$ cat src/rtl/intr_ctrl_param.sv
`default_nettype none
// ============================================================================
// Module      : intr_ctrl_param
// Description : Parametrised vectored interrupt controller. It latches rising
//               edges on N_IRQ request lines into pending bits, applies a
//               software mask, and tracks in-service channels so that only a
//               strictly higher-priority request can nest. A single irq line
//               goes to the core, and the winning vector is returned on inta.
//               Define ROTATE_PRIO_EN to enable rotating priority. In that
//               mode the channel after the last EOI'd one becomes highest.
// Revision    : 1.0 - initial release
// ============================================================================
module intr_ctrl_param #(
    parameter int N_IRQ = 8,
    parameter int VEC_W = 3
) (
    input  logic             clk,
    input  logic             reset,
    input  logic [N_IRQ-1:0] intr,
    input  logic             mask_we,
    input  logic [N_IRQ-1:0] mask_wdata,
    input  logic             inta,
    input  logic             eoi,
    output logic             irq,
    output logic [VEC_W-1:0] vec,
    output logic             vec_valid,
    output logic             spurious,
    output logic [N_IRQ-1:0] mask,
    output logic [N_IRQ-1:0] pending,
    output logic [N_IRQ-1:0] in_service
);

    typedef enum logic [1:0] {
        ST_IDLE = 2'd0,
        ST_REQ  = 2'd1,
        ST_ACK  = 2'd2
    } state_t;

    state_t           state_q, state_d;
    logic             irq_q, irq_d;
    logic [VEC_W-1:0] vec_q, vec_d;
    logic             vec_valid_q, vec_valid_d;
    logic             spurious_q, spurious_d;
    logic [N_IRQ-1:0] mask_q, mask_d;
    logic [N_IRQ-1:0] pending_q, pending_d;
    logic [N_IRQ-1:0] in_service_q, in_service_d;
    logic [N_IRQ-1:0] intr_prev_q;

    logic [VEC_W-1:0] w_base;
    logic [N_IRQ-1:0] w_edge;
    logic             w_is_found;
    logic [VEC_W-1:0] w_is_idx;
    int               w_is_rank;
    logic [N_IRQ-1:0] w_eligible;
    logic             w_win_found;
    logic [VEC_W-1:0] w_win_idx;
    logic [N_IRQ-1:0] w_eoi_clr;
    logic [N_IRQ-1:0] w_ack_set;

    // Channel holding priority rank k when the highest-priority channel is base
    function automatic logic [VEC_W-1:0] rot_idx(input logic [VEC_W-1:0] base, input int k);
        int s;
        s = int'(base) + k;
        if (s >= N_IRQ) s = s - N_IRQ;
        return VEC_W'(s);
    endfunction

`ifdef ROTATE_PRIO_EN
    logic [VEC_W-1:0] base_q, base_d;

    // The channel following the one just retired becomes highest priority
    always_comb begin
        base_d = base_q;
        if (eoi && w_is_found) base_d = rot_idx(w_is_idx, 1);
    end

    // Rotation base register
    always_ff @(posedge clk) begin
        if (reset) base_q <= '0;
        else       base_q <= base_d;
    end

    assign w_base = base_q;
`else
    assign w_base = '0;
`endif

    assign w_edge = intr & ~intr_prev_q;

    // Priority resolution: top in-service channel, nesting-limited eligible set, winner
    always_comb begin
        w_is_found  = 1'b0;
        w_is_idx    = '0;
        w_is_rank   = N_IRQ;
        w_eligible  = '0;
        w_win_found = 1'b0;
        w_win_idx   = '0;
        w_eoi_clr   = '0;
        for (int k = 0; k < N_IRQ; k++) begin
            if (!w_is_found && in_service_q[rot_idx(w_base, k)]) begin
                w_is_found = 1'b1;
                w_is_idx   = rot_idx(w_base, k);
                w_is_rank  = k;
            end
        end
        // Only ranks strictly above the top in-service channel may interrupt
        for (int k = 0; k < N_IRQ; k++) begin
            if (k < w_is_rank)
                w_eligible[rot_idx(w_base, k)] = pending_q[rot_idx(w_base, k)]
                                                & ~mask_q[rot_idx(w_base, k)];
        end
        for (int k = 0; k < N_IRQ; k++) begin
            if (!w_win_found && w_eligible[rot_idx(w_base, k)]) begin
                w_win_found = 1'b1;
                w_win_idx   = rot_idx(w_base, k);
            end
        end
        if (eoi && w_is_found) w_eoi_clr[w_is_idx] = 1'b1;
    end

    // Request/acknowledge sequencing and next values of the bookkeeping registers
    always_comb begin
        state_d     = state_q;
        irq_d       = irq_q;
        vec_d       = vec_q;
        vec_valid_d = 1'b0;
        spurious_d  = 1'b0;
        w_ack_set   = '0;
        case (state_q)
            ST_IDLE: begin
                irq_d = 1'b0;
                if (|w_eligible) begin
                    state_d = ST_REQ;
                    irq_d   = 1'b1;
                end
            end
            ST_REQ: begin
                if (inta) begin
                    state_d     = ST_ACK;
                    irq_d       = 1'b0;
                    vec_valid_d = 1'b1;
                    if (w_win_found) begin
                        vec_d                = w_win_idx;
                        w_ack_set[w_win_idx] = 1'b1;
                    end else begin
                        vec_d      = '1;
                        spurious_d = 1'b1;
                    end
                end else if (!(|w_eligible)) begin
                    state_d = ST_IDLE;
                    irq_d   = 1'b0;
                end
            end
            ST_ACK: begin
                state_d = ST_IDLE;
                irq_d   = 1'b0;
            end
            default: begin
                state_d = ST_IDLE;
                irq_d   = 1'b0;
            end
        endcase
        // A new edge wins over an acknowledge of the same bit
        pending_d    = (pending_q & ~w_ack_set) | w_edge;
        in_service_d = (in_service_q & ~w_eoi_clr) | w_ack_set;
        mask_d       = mask_we ? mask_wdata : mask_q;
    end

    // State registers; lines already high at reset are not treated as edges
    always_ff @(posedge clk) begin
        if (reset) begin
            state_q      <= ST_IDLE;
            irq_q        <= 1'b0;
            vec_q        <= '0;
            vec_valid_q  <= 1'b0;
            spurious_q   <= 1'b0;
            mask_q       <= '0;
            pending_q    <= '0;
            in_service_q <= '0;
            intr_prev_q  <= intr;
        end else begin
            state_q      <= state_d;
            irq_q        <= irq_d;
            vec_q        <= vec_d;
            vec_valid_q  <= vec_valid_d;
            spurious_q   <= spurious_d;
            mask_q       <= mask_d;
            pending_q    <= pending_d;
            in_service_q <= in_service_d;
            intr_prev_q  <= intr;
        end
    end

    assign irq        = irq_q;
    assign vec        = vec_q;
    assign vec_valid  = vec_valid_q;
    assign spurious   = spurious_q;
    assign mask       = mask_q;
    assign pending    = pending_q;
    assign in_service = in_service_q;

endmodule
`default_nettype wire

$ cat config.mk
export PLATFORM = sky130hd
export DESIGN_NAME = intr_ctrl_param
export DESIGN_NICKNAME = d
export VERILOG_FILES = /design/src/rtl/intr_ctrl_param.sv
export SDC_FILE = /design/constraint.sdc
export NUM_CORES = 1
export LEC_CHECK = 0
export CORE_MARGIN = 4
export CORE_UTILIZATION = 30
export CTS_CLUSTER_SIZE = 12
export DETAILED_ROUTE_END_ITERATION = 6
export MAX_ROUTING_LAYER = met4
export PLACE_DENSITY_LB_ADDON = 0.1
export SYNTH_ARGS = -nofsm -noshare
export SYNTH_HDL_FRONTEND = slang
export SYNTH_SLANG_ARGS = --single-unit
$ cat constraint.sdc
create_clock -name clk -period 2.3 [get_ports clk]
set_input_delay 0.23 -clock clk [delete_from_list [all_inputs] [get_ports clk]]
set_output_delay 0.23 -clock clk [all_outputs]
set_load 0.02 [all_outputs]
==> metrics.txt <==
# TYPE chip_impl_metric gauge
chip_impl_metric{name="clock_skew",unit="ns"} 0.006618
chip_impl_info{name="critical_path.cell_chain",value="nor3_2 -> nand2_1 -> a221o_1 -> or4_1 -> a21oi_1"} 1
chip_impl_metric{name="numCtsBuffers",unit=""} 5
chip_impl_metric{name="finalHoldViolations",unit=""} 0
chip_impl_metric{name="number_of_antenna_repair_diodes",unit=""} 0
chip_impl_metric{name="worstHoldPathCells",unit=""} 1
chip_impl_metric{name="rrSetupSlack",unit="ns"} 0.20
chip_impl_metric{name="drv.max_cap_violation_count",unit=""} 0
chip_impl_metric{name="grt_antenna_before_repair",unit=""} 0
chip_impl_metric{name="die_w",unit="um"} 81.32
chip_impl_metric{name="final_antenna_net_count",unit=""} 0
chip_impl_metric{name="synthesis.instances",unit=""} 174
chip_impl_metric{name="first_global_vias",unit=""} 1554
chip_impl_info{name="hold_path_startpoint",value="intr[0]"} 1
chip_impl_metric{name="nets",unit=""} 255
chip_impl_info{name="synth.largest_area_cell",value="sky130_fd_sc_hd__dfxtp_1"} 1
chip_impl_metric{name="fp.coreArea",unit="um^2"} 5172
chip_impl_metric{name="post_route_cells_drive_above_1_share",unit="%"} 8.085
chip_impl_metric{name="die_extent_in_y",unit="um"} 81.32
chip_impl_metric{name="holdWs",unit="ns"} 0.4150
chip_impl_metric{name="synth.ff_latch_count",unit=""} 40
chip_impl_info{name="cts_tree",value="built"} 1
chip_impl_metric{name="worstSkewPairLatency",unit="ns"} 0.28
chip_impl_info{name="synthFlopType",value="sky130_fd_sc_hd__dfxtp_1"} 1
chip_impl_metric{name="worst-slew-pin-transition",unit="ns"} 0.5694
chip_impl_info{name="cts.root.buffer_cell",value="sky130_fd_sc_hd__clkbuf_8"} 1
chip_impl_metric{name="mappedNetlistNets",unit=""} 195
chip_impl_metric{name="path_depth",unit=""} 5
chip_impl_metric{name="placement.setup.worst_slack",unit="ns"} 0.2415
chip_impl_metric{name="timing.critical_path.fanout_max",unit=""} 9
chip_impl_metric{name="final.setup.tns",unit="ns"} 0
chip_impl_metric{name="routed-via-count",unit=""} 1500
chip_impl_metric{name="post_cts_resized",unit=""} 0
chip_impl_metric{name="cp.buffers_inverters",unit=""} 0
chip_impl_info{name="crit-reg2reg-capture",value="in_service[7]$_SDFF_PP0_"} 1
chip_impl_metric{name="fmax",unit="MHz"} 477.1
chip_impl_metric{name="initialDrtViolationCount",unit=""} 86
chip_impl_metric{name="drtPass1Iterations",unit=""} 4
chip_impl_metric{name="wl_per_cell",unit="um"} 14.47
chip_impl_info{name="unrepaired_setup_endpoints_after_global_routing",value="no"} 1
chip_impl_metric{name="cellLeakagePower",unit="nW"} 0.8720
chip_impl_info{name="critical_path_startpoint_category",value="flip-flop"} 1
chip_impl_metric{name="clock_sinks",unit=""} 40
chip_impl_metric{name="syn2layout_area_growth",unit="%"} 44.38
chip_impl_metric{name="rows",unit=""} 26
chip_impl_metric{name="power.density_cell_area",unit="nW/um^2"} 679.6
chip_impl_metric{name="route.detailed.vias_per_inst",unit=""} 4.918
chip_impl_metric{name="grt_start_max_net_pins",unit=""} 15
chip_impl_metric{name="drt-total-wl",unit="mm"} 4.412
chip_impl_info{name="critical_path.top_delay_family",value="simple AND/OR/NAND/NOR gates"} 1
chip_impl_metric{name="drc_errors",unit=""} 0
chip_impl_info{name="synth_top_cells_by_area",value="sky130_fd_sc_hd__dfxtp_1, sky130_fd_sc_hd__nor2_1, sky130_fd_sc_hd__nand2b_1"} 1
chip_impl_metric{name="dpl-instance-area",unit="um^2"} 2238
chip_impl_metric{name="fp.dieArea",unit="um^2"} 6613
chip_impl_metric{name="synth_warnings",unit=""} 0
chip_impl_info{name="critical_path_class",value="flip-flop to flip-flop"} 1
chip_impl_metric{name="dp.final_hpwl",unit="mm"} 3.301
chip_impl_metric{name="io_pins",unit=""} 51
chip_impl_metric{name="vdd.ir_drop.worst",unit="V"} 0.0002678
chip_impl_metric{name="slew-limit-headroom",unit="%"} 61.92
chip_impl_metric{name="worst_ep_required_time",unit="ns"} 2.51
chip_impl_metric{name="cts.htree.levels",unit=""} 2
chip_impl_info{name="critical_path.slowest_cell",value="sky130_fd_sc_hd__or4_1"} 1
chip_impl_metric{name="report.final.slew_viol_count",unit=""} 0
chip_impl_info{name="worst_hold_path_type",value="input pin to flip-flop"} 1
chip_impl_metric{name="final_critical_path_setup_slack",unit="ns"} 0.2040
chip_impl_metric{name="grt_pass1_wl",unit="mm"} 7.383
chip_impl_metric{name="ff2ff_path_depth",unit=""} 5
chip_impl_metric{name="worst_path_arrival",unit="ns"} 2.31
chip_impl_info{name="min_delay_worst_endpoint",value="intr_prev_q[0]$_DFF_P_"} 1
chip_impl_metric{name="synth_async_sr_flop_share",unit="%"} 0
chip_impl_metric{name="layout_min_cycle_time",unit="ns"} 2.096
chip_impl_metric{name="synth_enable_flop_cells",unit=""} 0
chip_impl_metric{name="mappedNetlistArea",unit="um^2"} 1613
chip_impl_metric{name="place_congestion",unit=""} 0.8776
chip_impl_info{name="worst_setup_path_end_kind",value="flip-flop"} 1
chip_impl_metric{name="floorplan.initialDensity",unit="%"} 31.18
chip_impl_metric{name="cts_post_setup_buffers_inserted",unit=""} 0
chip_impl_metric{name="grt.overflow.total",unit=""} 0
chip_impl_metric{name="fraction_of_the_cycle_the_final_worst_path_needs",unit="%"} 91.13
chip_impl_info{name="cp-startpoint",value="in_service[0]$_SDFF_PP0_"} 1
chip_impl_info{name="outcome",value="finished, final reports clean"} 1
chip_impl_metric{name="post-synth-top-area-fraction",unit="%"} 49.65
chip_impl_metric{name="global_route.usage.total",unit="%"} 14.90
chip_impl_metric{name="synthesis.area_per_instance",unit="um^2"} 9.269
chip_impl_metric{name="power",unit="mW"} 1.582
chip_impl_metric{name="critical_path.max_stage_delay",unit="ns"} 0.50
chip_impl_metric{name="hold_buffers",unit=""} 0
chip_impl_metric{name="setup_viol",unit=""} 0
chip_impl_info{name="origin_of_the_critical_flop_to_flop_path",value="in_service[0]$_SDFF_PP0_"} 1
chip_impl_metric{name="yosysUniqueCellTypes",unit=""} 38
chip_impl_metric{name="synth.yosys.seq_area_share",unit="%"} 49.65
chip_impl_metric{name="buffer_ports.inserted",unit=""} 50
chip_impl_metric{name="post-route-cell-area",unit="um^2"} 2328
chip_impl_metric{name="path_clk_slew",unit="ns"} 0.07
chip_impl_metric{name="clock_tree.buffer_depth",unit=""} 2
==> worst register-to-register path: cells and delay by family, from the launching register on <==
kind	cells	cell delay, ns
AO/OA/AOI/OAI	2	0.47
flip-flops	1	0.38
AND/OR/NAND/NOR	3	1.18
==> layout make-up <==
class,count,area [um^2]
Inverter,4,15.01
Tap cell,70,87.58
Multi-Input combinational cell,126,782.0
Fill cell,521,2844
Clock buffer,8,90.09
Timing Repair Buffer,57,553.0
Sequential cell,40,800.8
==> synth_stat cells (all sizes together), types with 2 or more instances <==
master  number
nand3        2
nor4b        4
nor3         3
a21oi       16
inv          4
clkbuf       4
a221o        2
nand2        9
or3          2
a22oi        2
dfxtp       40
or4          2
nand2b      13
o31ai        4
nor2        22
o21ai       12
mux2i        8
nor2b        5
o211ai       3
==> metal layers <==
layer,track usage (%),part of all wire [%],wire length [um],vias up
met5,-,0,0,-
met4,4.561,0.84,37,0
met2,22.31,45,2001,38
met3,3.326,4.8,213,5
met1,19.97,49,2160,698
li1,-,-,-,759
==> sequential cells by signal, summed over array words and instances (netlist names) <==
name / count
in_service: 8
intr_prev_q: 8
mask: 8
pending: 8
vec: 3
state_q: 2
irq: 1
spurious: 1
vec_valid: 1
==> cell families after synthesis <==
logic type	after synthesis	synth area share, %
DFF	40	49.65
buffers and inverters	8	1.861
and+or+nand+nor	68	23.27
AOI/OAI and AO/OA	50	20.25
muxes	8	4.965
==> through the flow <==
| stage | util, % | instances |
|---|---|---|
| finish | 45.02 | 305 |
| global placement | 43.28 | 297 |
| CTS | 45.02 | 305 |
| global route | 45.02 | 305 |
| detailed placement | 43.28 | 297 |
| floorplan | - | 174 |
==> where the power goes <==
| group | leakage (nW) | internal (mW) | switching [mW] |
|---|---|---|---|
| combinational | 0.497 | 0.167 | 0.183 |
| sequential | 0.330 | 0.736 | 0.0317 |
| clock | 0.0455 | 0.244 | 0.220 |
==> worst max path at each step <==
| stage | to |
|---|---|
| 2_1_floorplan | in_service[7]$_SDFF_PP0_ |
| 3_3_place_gp | in_service[4]$_SDFF_PP0_ |
| 3_5_place_dp | in_service[7]$_SDFF_PP0_ |
| 4_1_cts | in_service[7]$_SDFF_PP0_ |
| 5_1_grt | in_service[7]$_SDFF_PP0_ |
| 6_report | in_service[7]$_SDFF_PP0_ |
==> cell usage in the layout, fill, tap and decap left out, drive strengths merged, types with 2 or more instances in the layout <==
master	instances
nor2	22
dfxtp	40
nor2b	5
mux2i	8
nand2	9
o31ai	4
inv	4
nand2b	13
a21oi	16
buf	7
nor4b	4
nor3	3
clkbuf	8
a221o	2
o21ai	12
or3	2
o211ai	3
clkdlybuf4s50	50
or4	2
nand3	2
a22oi	2
Note: power is estimated with default switching activity, not from simulation.
